### config.mk
export PLATFORM = sky130hd
export DESIGN_NAME = imem_loader
export DESIGN_NICKNAME = d
export VERILOG_FILES = /design/src/rtl/cpu_pkg.sv /design/src/rtl/byte_packer.sv /design/src/rtl/imem_loader.sv
export SDC_FILE = /design/constraint.sdc
export NUM_CORES = 1
export LEC_CHECK = 0
export BUFFER_PORTS_ARGS = -buffer_cell sky130_fd_sc_hd__buf_2
export CAP_MARGIN = 20
export CORE_MARGIN = 3
export CORE_UTILIZATION = 36
export DETAILED_ROUTE_END_ITERATION = 7
export GPL_TIMING_DRIVEN = 0
export HOLD_SLACK_MARGIN = 0.05
export PLACE_DENSITY_LB_ADDON = 0.08
export REMOVE_ABC_BUFFERS = 1
export SYNTH_ARGS = -nofsm -noshare
export SYNTH_HDL_FRONTEND = slang
export SYNTH_SLANG_ARGS = --single-unit
export TNS_END_PERCENT = 20
### constraint.sdc
create_clock -name clk -period 4.1 [get_ports clk]
set_input_delay 0.41 -clock clk [delete_from_list [all_inputs] [get_ports clk]]
set_output_delay 0.41 -clock clk [all_outputs]
set_load 0.01 [all_outputs]
### src/rtl/cpu_pkg.sv
// Shared CPU-side constants and the program-loader state encoding.
// Used by imem_loader and byte_packer.
package cpu_pkg;

  localparam int INST_W        = 32;
  localparam int LDR_HDR_BYTES = 2;

  typedef enum logic [1:0] {
    IDLE,
    HDR,
    PAYLOAD,
    CSUM
  } ldr_state_e;

endpackage

### src/rtl/byte_packer.sv
// Assembles a little-endian byte stream into instruction words; the completed
// word is presented combinationally in the cycle its fourth byte is accepted.
module byte_packer
  import cpu_pkg::*;
(
  input  logic              clk,
  input  logic              rst_n,
  input  logic              clear,
  input  logic              in_valid,
  input  logic [7:0]        in_data,
  output logic [INST_W-1:0] word,
  output logic              word_done
);

  logic [1:0]          lane_q;
  logic [INST_W-9:0]   low_q;

  assign word      = {in_data, low_q};
  assign word_done = in_valid && (lane_q == 2'd3);

  always_ff @(posedge clk or negedge rst_n) begin
    if (!rst_n) begin
      lane_q <= 2'd0;
      low_q  <= '0;
    end else if (clear) begin
      lane_q <= 2'd0;
      low_q  <= '0;
    end else if (in_valid) begin
      lane_q <= lane_q + 2'd1;
      case (lane_q)
        2'd0:    low_q[7:0]   <= in_data;
        2'd1:    low_q[15:8]  <= in_data;
        2'd2:    low_q[23:16] <= in_data;
        default: ;
      endcase
    end
  end

endmodule

### src/rtl/imem_loader.sv
// Boot-time instruction-memory loader: header, payload words, optional trailer.
// Optional XOR checksum trailer enabled by defining IMEM_LOADER_CHECKSUM_EN.
module imem_loader
  import cpu_pkg::*;
#(
  parameter int ADDR_W = 16
) (
  input  logic              clk,
  input  logic              rst_n,
  input  logic              start,
  input  logic              s_valid,
  input  logic [7:0]        s_data,
  output logic              s_ready,
  output logic              wr_en,
  output logic [ADDR_W-1:0] wr_addr,
  output logic [INST_W-1:0] wr_data,
  output logic              cpu_hold,
  output logic              done,
  output logic              error
);

  localparam int HDR_IDX_W = $clog2(LDR_HDR_BYTES);

  ldr_state_e           state_q, state_d;
  logic [HDR_IDX_W-1:0] hdr_idx_q;
  logic [7:0]           n_lo_q;
  logic [15:0]          words_left_q;
  logic [ADDR_W-1:0]    addr_q;

  logic                 accept, hdr_last, hdr_too_big, begin_load;
  logic [15:0]          hdr_n;
  logic                 pk_valid, pk_done;
  logic [INST_W-1:0]    pk_word;
  logic                 write, finish, fail;

`ifdef IMEM_LOADER_CHECKSUM_EN
  logic [INST_W-1:0]    csum_q;
`endif

  assign s_ready     = (state_q != IDLE);
  assign cpu_hold    = (state_q != IDLE);
  assign accept      = s_valid && s_ready;
  assign begin_load  = (state_q == IDLE) && start;
  assign hdr_last    = (hdr_idx_q == HDR_IDX_W'(LDR_HDR_BYTES - 1));
  assign hdr_n       = {s_data, n_lo_q};
  // N may equal the full address space but never exceed it
  assign hdr_too_big = ({16'd0, hdr_n} > (32'd1 << ADDR_W));
  assign pk_valid    = accept && ((state_q == PAYLOAD) || (state_q == CSUM));

  byte_packer u_packer (
    .clk       (clk),
    .rst_n     (rst_n),
    .clear     (begin_load),
    .in_valid  (pk_valid),
    .in_data   (s_data),
    .word      (pk_word),
    .word_done (pk_done)
  );

  always_comb begin
    state_d = state_q;
    write   = 1'b0;
    finish  = 1'b0;
    fail    = 1'b0;
    case (state_q)
      IDLE: begin
        if (start) state_d = HDR;
      end
      HDR: begin
        if (accept && hdr_last) begin
          if (hdr_too_big) begin
            fail    = 1'b1;
            finish  = 1'b1;
            state_d = IDLE;
          end else if (hdr_n == 16'd0) begin
`ifdef IMEM_LOADER_CHECKSUM_EN
            state_d = CSUM;
`else
            finish  = 1'b1;
            state_d = IDLE;
`endif
          end else begin
            state_d = PAYLOAD;
          end
        end
      end
      PAYLOAD: begin
        if (pk_done) begin
          write = 1'b1;
          if (words_left_q == 16'd1) begin
`ifdef IMEM_LOADER_CHECKSUM_EN
            state_d = CSUM;
`else
            finish  = 1'b1;
            state_d = IDLE;
`endif
          end
        end
      end
`ifdef IMEM_LOADER_CHECKSUM_EN
      CSUM: begin
        if (pk_done) begin
          finish  = 1'b1;
          fail    = (pk_word != csum_q);
          state_d = IDLE;
        end
      end
`endif
      default: state_d = IDLE;
    endcase
  end

  always_ff @(posedge clk or negedge rst_n) begin
    if (!rst_n) begin
      state_q      <= IDLE;
      hdr_idx_q    <= '0;
      n_lo_q       <= 8'd0;
      words_left_q <= 16'd0;
      addr_q       <= '0;
      wr_en        <= 1'b0;
      wr_addr      <= '0;
      wr_data      <= '0;
      done         <= 1'b0;
      error        <= 1'b0;
    end else begin
      state_q <= state_d;
      wr_en   <= write;
      done    <= finish;
      if (begin_load) begin
        error     <= 1'b0;
        hdr_idx_q <= '0;
        addr_q    <= '0;
      end else if (fail) begin
        error <= 1'b1;
      end
      if ((state_q == HDR) && accept) begin
        hdr_idx_q <= hdr_idx_q + HDR_IDX_W'(1);
        if (hdr_last) words_left_q <= hdr_n;
        else          n_lo_q       <= s_data;
      end
      if (write) begin
        wr_addr      <= addr_q;
        wr_data      <= pk_word;
        addr_q       <= addr_q + ADDR_W'(1);
        words_left_q <= words_left_q - 16'd1;
      end
    end
  end

`ifdef IMEM_LOADER_CHECKSUM_EN
  // Running XOR of every payload word, matched against the trailer
  always_ff @(posedge clk or negedge rst_n) begin
    if (!rst_n)          csum_q <= '0;
    else if (begin_load) csum_q <= '0;
    else if (write)      csum_q <= csum_q ^ pk_word;
  end
`endif

endmodule
-- Word level (Yosys, flattened, before mapping)
Index checks and enable logic that the tools add are counted.
Widths: inputs -> output; s select.
- add/sub/neg operators: 4
- equal/unequal tests: 11
- muxes and demuxes: 27
- bitwise operators: 1
- reductions and logical operators: 25
- operators by type and width (kind ; number):
    $mux 16 ; 5
    $mux 24 ; 2
    $mux 8 ; 3
    $reduce_bool 2->1 ; 9
    $add 16x1->16 const B ; 1
    $eq 16x1->1 const B ; 1
    $logic_not 16->1 ; 1
    $sub 16x1->16 const B ; 1
    $mux 2 ; 7
    $reduce_and 2->1 ; 5
    $eq 2x2->1 const B ; 4
    $mux 1 ; 8
    $logic_and 1x1->1 ; 6
    $ne 2x2->1 const B ; 3
    $pmux 2 s3 ; 1
    $eq 2x1->1 const B ; 2
    $logic_not 2->1 ; 2
    $reduce_and 4->1 ; 1
    $add 2x1->2 const B ; 1
    $ne 2x1->1 const B ; 1
    $pmux 1 s2 ; 1
    $add 1x1->1 const B ; 1
    $logic_or 1x1->1 ; 1
    $not 1->1 ; 1
- register bits after elaboration: 120
- bits of input ports: 12
- output and inout port bits: 53
- word-level logic and storage cells: 82

-- Longest topological paths before layout
Gate-level depths: netlist of the first run.
- depth after elaboration: 8
- mapped depth: 10

-- Hierarchy
From an unflattened synthesis of the first run, not the netlist that was laid out.
- cells, all modules: 577
- area total of the unflattened synthesis: 5577.8 µm²
- modules (own cells, without submodules) (module ; instances ; cells an instance ; area an instance (µm²) ; seq. area each (µm²)):
    imem_loader ; 1 ; 467 ; 4275.4 ; 2327.2
    byte_packer ; 1 ; 110 ; 1302.5 ; 650.6

-- Least setup slack after synthesis of the first run
No wires, ideal clock.
- kind: flip-flop to flip-flop
- start: register words_left_q[6]
- end: register words_left_q[14]
- library setup time: 0.123 ns
- data arrival time: 2.102 ns
- path slack: 1.875 ns
- stages on the path, launching flop included: 6
- buffers on the path: 0
- path through: dfrtp_1 -> or4_4 -> or3_4 -> or4_4 -> or2_0 -> o221a_2
- cells in the longest elaborated chain, start to end: 2
- ends and longest elaborated chain (item ; line ; source):
    from (decl) ; imem_loader.sv:27 ; logic [15:0] words_left_q;
    from (signal assigned) ; imem_loader.sv:138 ; if (hdr_last) words_left_q <= hdr_n;
    from (signal assigned) ; imem_loader.sv:145 ; words_left_q <= words_left_q - 16'd1;
    $sub 16x1->16 ; imem_loader.sv:145 ;
    $mux 16 ; imem_loader.sv:141 ; if (write) begin
No other way between the ends.
A chain may end at the register's enable or synchronous reset.

-- Worst setup path in the final report of the first run
- start: register state_q[0]
- end: register addr_q[11]
- cells in the longest elaborated chain, start to end: 7
- elaborated cells on any way between the ends: 13
- classes of those cells: 2 x eq/ne; 3 x mux; 8 x reduce/logical
- ends and longest elaborated chain (item ; line ; source):
    from (decl) ; imem_loader.sv:24 ; ldr_state_e state_q, state_d;
    from (signal assigned) ; imem_loader.sv:126 ; state_q <= state_d;
    $eq 2x2->1, or another cell as far along ; imem_loader.sv:48, imem_loader.sv:65 ;
    $logic_or 1x1->1 / $logic_and 1x1->1 (equally long branches) ; imem_loader.sv:48, imem_loader.sv:42 ;
    $logic_and 1x1->1 ; imem_loader.sv:48 ; assign pk_valid = accept && ((state_q == PAYLOAD) || (state_q == CSUM));
    $logic_and 1x1->1 ; byte_packer.sv:19 ; assign word_done = in_valid && (lane_q == 2'd3);
    $mux 1 ; imem_loader.sv:88 ; if (pk_done) begin
    $mux 1 ; imem_loader.sv:65 ; case (state_q)
    $mux 16 / $reduce_bool 2->1 (equally long branches) ; n/a ;
    to (signal assigned) ; imem_loader.sv:144 ; addr_q <= addr_q + ADDR_W'(1);
    to (decl) ; imem_loader.sv:28 ; logic [ADDR_W-1:0] addr_q;
Several ways; a longest one is shown, not always the timed one.

==> out/qor.yml, run 1 <==
result_of_the_run: "finished clean"
p_sw_mw: 1.13
critical_path_arrival_ps: 3680
power.switching_fraction_pct: 31.2
finalWeightedCongestion: 0.847
clock_sink_count: 119
cell_area_after_layout_sq_um: 6390
coreArea_sq_um: 14100
num_vias: 4284
netlist_area_sq_um: 5300
synth_largest_type_area_fraction_pct: 56.2
flop_pwr_share_pct: 43.3
post_synth_num_cell_types: 51
drt_first_pass_iters: 4
routed_wirelength_um: 13200
finalCriticalPeriod_ps: 3390
placed_area_sq_um: 5870
grtUsageTotal_pct: 17.3
ios: 65
achievable-frequency_mhz: 295
finalSetupViolCount: 0
grt.met3_usage_pct: 4.72
crit_path_top_delay_cell: "nand4b_1"
fraction_of_layout_cells_with_a_size_suffix_above_1_pct: 17.1
timing.critical_path.cells: "inv_1 -> ha_1 -> nand4b_1 -> buf_8 -> clkinv_2 -> buf_16 -> nand2_1 -> or4_1 -> o211ai_1 -> o31ai_1"
tritoncts: "yes"
sequential_cell_area_sq_um: 2980
ffs_latches_synth: 119
top_usage_layer: "met2"
yosysWarningCount: 0
detailedRoute.firstIterationViolations: 233
antenna_cells: 0
worst-slew-pin-transition_ps: 1060
rows: 43
crit_path_start_kind: "register"
timing.clock.skew_ps: 7.95
max_cap_violations: 0
area.growth.synth_to_final_pct: 20.6
die-height_um: 127
post_cts_hold_buffers: 1
port-buffer-count: 63
ctsHtreeMaxLevel: 4
setup_tns_ps: 0
clk_path_buf_depth: 2
met2_usage_pct: 26.8
comb_power_share_pct: 21.0
yosysMostFrequentCell: "nand2_1"
fin_nets: 664
grt_use_met1_pct: 23.9
crit_family: "simple AND/OR/NAND/NOR gates"
fp.dieArea_sq_um: 16200
area_occupied_by_multi_input_gates_sq_um: 2170
cts_resized: 0
filler_cell_count: 1387
die_x_um: 127
timing.setup.critical_path_class: "reg2reg"
seq_area_frac_synth_pct: 56.2
floorplan.initialDensity_pct: 37.5
synth-async-reset-ratio_pct: 100
critical_path.endpoint_type: "register"
number_of_failing_hold_endpoints_at_the_final_stage: 0
min-delay-path-class: "in2reg"
vias_in_the_first_global_route: 4357
grt_overflow: 0
inserted_clock_buffers: 17
drt_drc_violations_left: 0
later_pin_clock_latency_in_the_skew_report_ps: 410
detail-route-antenna-nets: 0
power_frac_clock_pct: 35.7
grt_max_degree: 63
cts_root_buffer: "clkbuf_16"
cellPowerDensity_nw_per_um2: 567
crit_buf_inv: 4
post_synth_inst_count: 578
timing.critical_path.slowest_cell_delay_ps: 610
slew_viol_final: 0
cp.required_ps: 4390
post_synth_main_area_contributors: "dfrtp_1, nand2_1, a21oi_1"
slew-limit-headroom_pct: 29.5
power.leakage_nw: 3.23
grt_first_pass_wirelength_um: 22200
fin_hold_ws_ps: 218
dominantRegCellSynth: "dfrtp_1"
synth_edf_count: 0
drt-wirelength-per-cell_um: 15.9
final_min_period_over_clock_period_pct: 82.7
synth.top_cells.by_count: "nand2_1, dfrtp_1, a21oi_1, nand3_1, nor2_1"
cts.repair_timing.setup_buffer_count: 0
via_per_inst: 5.16
finish.utilization_pct: 45.2
critical_path.max_fanout: 55
grt_setup_unrepaired: "no"
worst_setup_hold_path_clk_slew_ps: 50
post_synth.cell_area_avg_sq_um: 9.17
ir_drop_uv: 335
grt_antenna_before_repair: 0
synth_area_leader_cell: "dfrtp_1"
place.detailed.hpwl_um: 8600
internal-power_mw: 2.50
==> per-layer routing <==
metal	wire, um	share of wire (%)
met2	6150	47
met5	0	0
met3	528	4.0
met1	6420	49
met4	110	0.83
==> stage by stage <==
stage,total power [mW],setup WS (ps),instances
2_1_floorplan,2.07,-985,551
3_3_place_gp,2.31,-3970,794
3_5_place_dp,2.35,672,801
4_1_cts,3.66,662,831
5_1_grt,3.86,365,831
6_report,3.63,710,831
==> kinds of logic (layout without fill, tap and decap cells) <==
logic type	count (synthesis)	after routing	share of synthesized area, %
fa+ha+maj	11	11	2.60
mux	14	14	2.83
xor+xnor	3	3	0.496
compound gates	95	95	11.1
buf+inv	39	112	2.90
simple gates	296	296	23.9
other cells	1	1	0.0707
flops	119	119	56.2
==> final timing paths <==
| check | slack [ps] | depth (start not counted) | to | start |
|---|---|---|---|---|
| max in group asynchronous | 2870 | 3 | u_packer.low_q[10]$_DFFE_PN0P_ | rst_n |
| worst min register to register | 460 | 2 | wr_data[13]$_DFFE_PN0P_ | wr_data[13]$_DFFE_PN0P_ |
| min in group asynchronous | 550 | 2 | wr_addr[6]$_DFFE_PN0P_ | rst_n |
| worst max-delay path | 710 | 10 | addr_q[11]$_DFFE_PN0P_ | state_q[0]$_DFFE_PN0P_ |
| worst min-delay path | 220 | 2 | hdr_idx_q$_DFFE_PN0P_ | start |
| worst max register to register | 710 | 10 | addr_q[11]$_DFFE_PN0P_ | state_q[0]$_DFFE_PN0P_ |
==> state kept, by name, summed over array words and instances, names as in the netlist <==
| name | cells |
|---|---|
| u_packer.low_q | 24 |
| wr_addr | 16 |
| wr_en | 1 |
| wr_data | 32 |
| done | 1 |
| state_q | 2 |
| words_left_q | 16 |
| hdr_idx_q | 1 |
| addr_q | 16 |
| n_lo_q | 8 |
| u_packer.lane_q | 2 |
==> area by class of cell <==
type                    count  area share (%)
well taps                 180            3.52
inverters                  12           0.724
multi-input cells         420            34.0
clock inverters             4           0.352
flip-flops and latches    119            46.6
repair buffers             71            7.22
clock buffers              25            7.59
==> power by group through the flow <==
stage | Clock, mW | Combinational [mW] | Sequential, mW
after floorplan | 0 | 0.533 | 1.54
after global placement | 0 | 0.727 | 1.58
after detailed placement | 0 | 0.765 | 1.59
after CTS | 1.32 | 0.768 | 1.57
after global routing | 1.39 | 0.863 | 1.60
final | 1.29 | 0.760 | 1.57
==> layout by cell type, fill, tap and decap left out, types with 9 or more instances in the layout <==
master,n
nand3_1,34
nor3_1,9
clkbuf_16,17
ha_1,11
buf_2,62
inv_1,11
nand2_1,199
nor2_1,24
o21ai_0,21
a21oi_1,34
dfrtp_1,119
No activity file was read; power rests on OpenSTA's default activity.
==> run 2: changes to the inputs <==
Clock period 4.1 ns to 3 ns, I/O delays scaled along.
==> run 2 against run 1 <==
Worst hold slack got worse by 110 ps. Global-route usage about the same. Clock skew about the same. Die area unchanged. Cell count increased by 0.24%. Highest routed layer unchanged. Sequential power increased by 37%. Sequential share of layout area decreased by 0.27 points. Largest power group unchanged. Combinational power increased by 37%.
==> out/qor.yml, run 2 (same netlist as run 1, synthesis figures left out) <==
finalWeightedCongestion: 0.847
later_pin_clock_latency_in_the_skew_report_ps: 410
worst_setup_hold_path_clk_slew_ps: 50
largest_reg_flops: 32
place.detailed.hpwl_um: 8600
sequential_cell_area_sq_um: 2980
filler_cell_count: 1386
slew_viol_final: 0
antenna_cells: 0
crit_path_top_delay_cell: "or4_1"
fraction_of_layout_cells_with_a_size_suffix_above_1_pct: 17.5
number_of_failing_hold_endpoints_at_the_final_stage: 0
final_common_cell: "nand2_1"
worst_r2r_setup_slack_ps: 290
die-height_um: 127
coreArea_sq_um: 14100
detail-route-antenna-nets: 0
most_used_cells_in_the_layout_excluding_fill_and_tap_cells: "nand2_1, dfrtp_1, buf_2"
critical_path_arrival_ps: 3000
ios: 65
ctsHtreeMaxLevel: 4
timing.critical_path.cells: "inv_1 -> ha_1 -> nand4b_1 -> buf_8 -> inv_6 -> buf_16 -> nand2_1 -> or4_1 -> o211ai_1 -> o31ai_1"
grt_overflow: 0
layoutNonFillerInstCount: 833
critical_path.endpoint_type: "register"
reg.largest.list: "wr_data: 32 flops, u_packer.low_q: 24 flops"
timing.final.ws_setup_ps: 287
timing.clock.skew_ps: 8.35
cellPowerDensity_nw_per_um2: 771
finalCriticalPeriod_ps: 2710
drt_drc_violations_left: 0
inserted_clock_buffers: 17
vias_in_the_first_global_route: 4366
slew-limit-headroom_pct: 37.7
grt_setup_unrepaired: "no"
routed_wirelength_um: 13500
fp.dieArea_sq_um: 16200
grt_max_degree: 63
largest_register: "wr_data"
achievable-frequency_mhz: 369
die_x_um: 127
clk_path_buf_depth: 2
grt_antenna_before_repair: 0
floorplan.initialDensity_pct: 37.5
final_min_period_over_clock_period_pct: 90.4
worst-slew-pin-transition_ps: 926
rows: 43
ir_drop_uv: 460
area_occupied_by_multi_input_gates_sq_um: 2170
power.leakage_nw: 3.25
area.growth.synth_to_final_pct: 21.3
drt-wirelength-per-cell_um: 16.2
port-buffer-count: 63
cp.required_ps: 3290
fin_nets: 666
crit_path_start_kind: "register"
cts_root_buffer: "clkbuf_16"
met2_usage_pct: 26.9
tritoncts: "yes"
grt_first_pass_wirelength_um: 22300
grt_use_met1_pct: 23.9
top_usage_layer: "met2"
num_vias: 4323
grtUsageTotal_pct: 17.3
drt_first_pass_iters: 4
max_cap_violations: 0
min-delay-path-class: "in2reg"
result_of_the_run: "finished clean"
via_per_inst: 5.19
post-place-cells: 801
clock_sink_count: 119
grt.met3_usage_pct: 3.97
critical_path.max_fanout: 28
timing.critical_path.slowest_cell_delay_ps: 540
finalSetupViolCount: 0
detailedRoute.firstIterationViolations: 237
pre_cts_slack_ps: -428
timing.setup.critical_path_class: "reg2reg"
## run 2: cell types whose count changed in the layout (fill, tap and decap cells not counted)
cell,previous run,this run
buf_4,0,1
o21a_2,0,1
clkbuf_16,17,18
inv_6,0,1
clkinv_2,4,3
o21a_1,1,0
## run 2: area by class of cell
type,count,share of cell area [%]
Clock buffer,25,7.55
Clock inverter,4,0.350
Inverter,12,0.778
Multi-Input combinational cell,420,33.8
Sequential cell,119,46.3
Tap cell,180,3.50
Timing Repair Buffer,73,7.69
## run 2: per-layer routing
layer / up-vias / part of all wire (%)
li1: 2101 / -
met1: 2113 / 48
met2: 91 / 46
met3: 18 / 4.7
met4: 0 / 1.4
met5: - / 0
## run 2: worst paths after layout
check | depth (start not counted) | startpoint | to
setup / recovery | 10 | state_q[0]$_DFFE_PN0P_ | addr_q[11]$_DFFE_PN0P_
hold / removal | 2 | start | hdr_idx_q$_DFFE_PN0P_
setup reg to reg | 10 | state_q[0]$_DFFE_PN0P_ | addr_q[11]$_DFFE_PN0P_
hold reg to reg | 2 | wr_data[13]$_DFFE_PN0P_ | wr_data[13]$_DFFE_PN0P_
max in group asynchronous | 3 | rst_n | u_packer.low_q[10]$_DFFE_PN0P_
min in group asynchronous | 2 | rst_n | wr_addr[6]$_DFFE_PN0P_
## run 2: what timing repair did
item	in CTS	in global routing
hold endpoints to repair	57	0
resized for setup	0	3
cloned	0	1
buffers inserted	1	0
hold buffers	1	0
setup endpoints to repair	8	9
## run 2: through the flow
| step | util [%] | hold slack [ps] | power [mW] | TNS, ps | instance area [sq um] |
|---|---|---|---|---|---|
| after global placement | 40.5 | 452 | 3.16 | -323270 | 5730 |
| after CTS | 45.2 | 91.0 | 5.01 | 0 | 6400 |
| after detailed placement | 41.5 | 315 | 3.21 | -1390 | 5870 |
| after global routing | 45.4 | 107 | 5.27 | 0 | 6430 |
| final | 45.4 | 108 | 4.95 | 0 | 6430 |
| after floorplan | - | 4.41 | 2.84 | -119030 | 5190 |
## run 2: power by group
part	switching, mW	internal (mW)	leakage [nW]	total [mW]
clock	0.665	1.10	0.249	1.77
sequential	0.257	1.89	1.61	2.15
combinational	0.619	0.421	1.38	1.04
## run 2: worst max-delay path: cells and delay by family, from the launching register on
family | cells | cell delay, ps
simple gates | 3 | 920
buf+inv | 4 | 680
flops | 1 | 370
compound gates | 2 | 310
fa+ha+maj | 1 | 300
==> run 3: changes to the inputs <==
Settings changed: GPL_TIMING_DRIVEN 0 to not set, HOLD_SLACK_MARGIN 0.05 to 0.02, RECOVER_POWER set to 25.
==> run 3 against run 2 <==
The run now ends with max-capacitance violations, max-slew violations left. First-iteration DRC count is 53% higher. Critical path depth down 3. Non-clock buffer count rose by 2. Worst hold slack got worse by 0.89 ps. Cell count rose by 0.60%. Setup slack better by 180 ps. Count of clock-buffer cells in the layout decreased by 1. Critical path type unchanged. Highest routed layer unchanged.
==> out/qor.yml, run 3 (same netlist as run 1, synthesis figures left out) <==
finalWeightedCongestion: 0.782
power.leakage_nw: 3.26
number_of_failing_hold_endpoints_at_the_final_stage: 0
timing.setup.critical_path_class: "reg2reg"
grt_antenna_before_repair: 0
coreArea_sq_um: 14100
internal-power_mw: 3.63
grt_first_pass_wirelength_um: 22400
ctsHtreeMaxLevel: 4
grt_overflow: 0
filler_cell_count: 1404
antenna_cells: 0
drt-wirelength-per-cell_um: 16.1
grt_setup_unrepaired: "no"
power_frac_clock_pct: 38.5
cellPowerDensity_nw_per_um2: 813
final_min_period_over_clock_period_pct: 84.4
timing.final.ws_setup_ps: 468
fraction_of_layout_cells_with_a_size_suffix_above_1_pct: 18.1
timing.critical_path.cells: "inv_1 -> ha_1 -> nand4b_1 -> buf_4 -> nand2_1 -> a21boi_0 -> a221o_1"
port-buffer-count: 63
fin_nets: 668
place.detailed.hpwl_um: 8850
slew-limit-headroom_pct: -16.7
worst_setup_hold_path_clk_slew_ps: 60
inserted_clock_buffers: 17
timing.critical_path.slowest_cell_delay_ps: 670
num_vias: 4275
die_x_um: 127
final_common_cell: "nand2_1"
rows: 43
violations: "max-capacitance violations, max-slew violations"
setup_tns_ps: 0
ir_drop_uv: 442
detail-route-antenna-nets: 0
drt_drc_violations_left: 0
pre_cts_slack_ps: 472
crit_path_top_delay_cell: "buf_4"
max_cap_violations: 1
clk_path_buf_depth: 2
vias_in_the_first_global_route: 4243
reg.largest.list: "wr_data: 32 flops, u_packer.low_q: 24 flops"
fp.dieArea_sq_um: 16200
min-delay-path-class: "in2reg"
finalSetupViolCount: 0
clock_sink_count: 119
largest_reg_flops: 32
critical_path_arrival_ps: 2890
achievable-frequency_mhz: 395
critical_path.max_fanout: 76
floorplan.initialDensity_pct: 37.5
crit_path_start_kind: "register"
result_of_the_run: "complete, but fails checks"
tritoncts: "yes"
routed_wirelength_um: 13500
later_pin_clock_latency_in_the_skew_report_ps: 420
critical_path.endpoint_type: "register"
cts.repair_timing.setup_buffer_count: 0
worst-slew-pin-transition_ps: 1750
drt_first_pass_iters: 4
finish.utilization_pct: 45.4
die-height_um: 127
flop_pwr_share_pct: 41.2
cp.required_ps: 3360
detailedRoute.firstIterationViolations: 362
post-place-cells: 805
power.switching_fraction_pct: 30.5
p_sw_mw: 1.60
grtUsageTotal_pct: 17.6
layoutNonFillerInstCount: 838
grt_max_degree: 77
comb_power_share_pct: 20.3
area.growth.synth_to_final_pct: 21.2
slew_viol_final: 29
cts_resized: 0
timing.clock.skew_ps: 7.93
most_used_cells_in_the_layout_excluding_fill_and_tap_cells: "nand2_1, dfrtp_1, buf_2"
largest_register: "wr_data"
via_per_inst: 5.10
fin_hold_ws_ps: 107
finalCriticalPeriod_ps: 2530
cts_root_buffer: "clkbuf_16"
ios: 65
post_cts_hold_buffers: 1
[run 3: layer usage]
metal / part of all wire [%] / wire (um) / track usage, %
met2: 44 / 5970 / 26.4
met4: 2.0 / 272 / 6.75
met5: 0 / 0 / 0
met1: 48 / 6490 / 24.3
met3: 5.6 / 753 / 4.81
[run 3: critical path: cells and delay by family (launching register included)]
family                     cells  cell delay, ps
AOI/OAI and AO/OA              2             420
adders and majority gates      1             300
buffers and inverters          2             780
DFF                            1             400
and+or+nand+nor                2             550
[run 3: power by group through the flow]
stage | logic, mW | registers, mW | clock network, mW
2_1_floorplan | 0.728 | 2.11 | 0
3_3_place_gp | 1.06 | 2.17 | 0
3_5_place_dp | 1.07 | 2.17 | 0
4_1_cts | 1.07 | 2.15 | 2.05
5_1_grt | 1.20 | 2.19 | 2.13
6_report | 1.06 | 2.15 | 2.01
[run 3: layout make-up]
class                   count  area (sq um)  share of cell area, %
well taps                 180           225                   3.50
inverters                  12          45.0                  0.701
clock buffers              24           492                   7.65
clock inverters             8          95.1                   1.48
multi-input cells         420          2170                   33.8
repair buffers             75           419                   6.52
flip-flops and latches    119          2980                   46.3
[run 3: metrics by stage]
stage	total power [mW]	area (sq um)
after global routing	5.52	6430
after global placement	3.23	5830
after detailed placement	3.24	5830
final	5.23	6430
after floorplan	2.84	5190
after CTS	5.27	6430
[run 3: final timing paths]
check	from	to	slack (ps)	cells past startpoint
min in group asynchronous	rst_n	wr_addr[5]$_DFFE_PN0P_	900	2
min reg2reg	wr_data[13]$_DFFE_PN0P_	wr_data[13]$_DFFE_PN0P_	460	2
max	state_q[0]$_DFFE_PN0P_	words_left_q[9]$_DFFE_PN0P_	470	7
min	start	hdr_idx_q$_DFFE_PN0P_	110	2
max in group asynchronous	rst_n	words_left_q[3]$_DFFE_PN0P_	860	3
max reg2reg	state_q[0]$_DFFE_PN0P_	words_left_q[9]$_DFFE_PN0P_	470	7
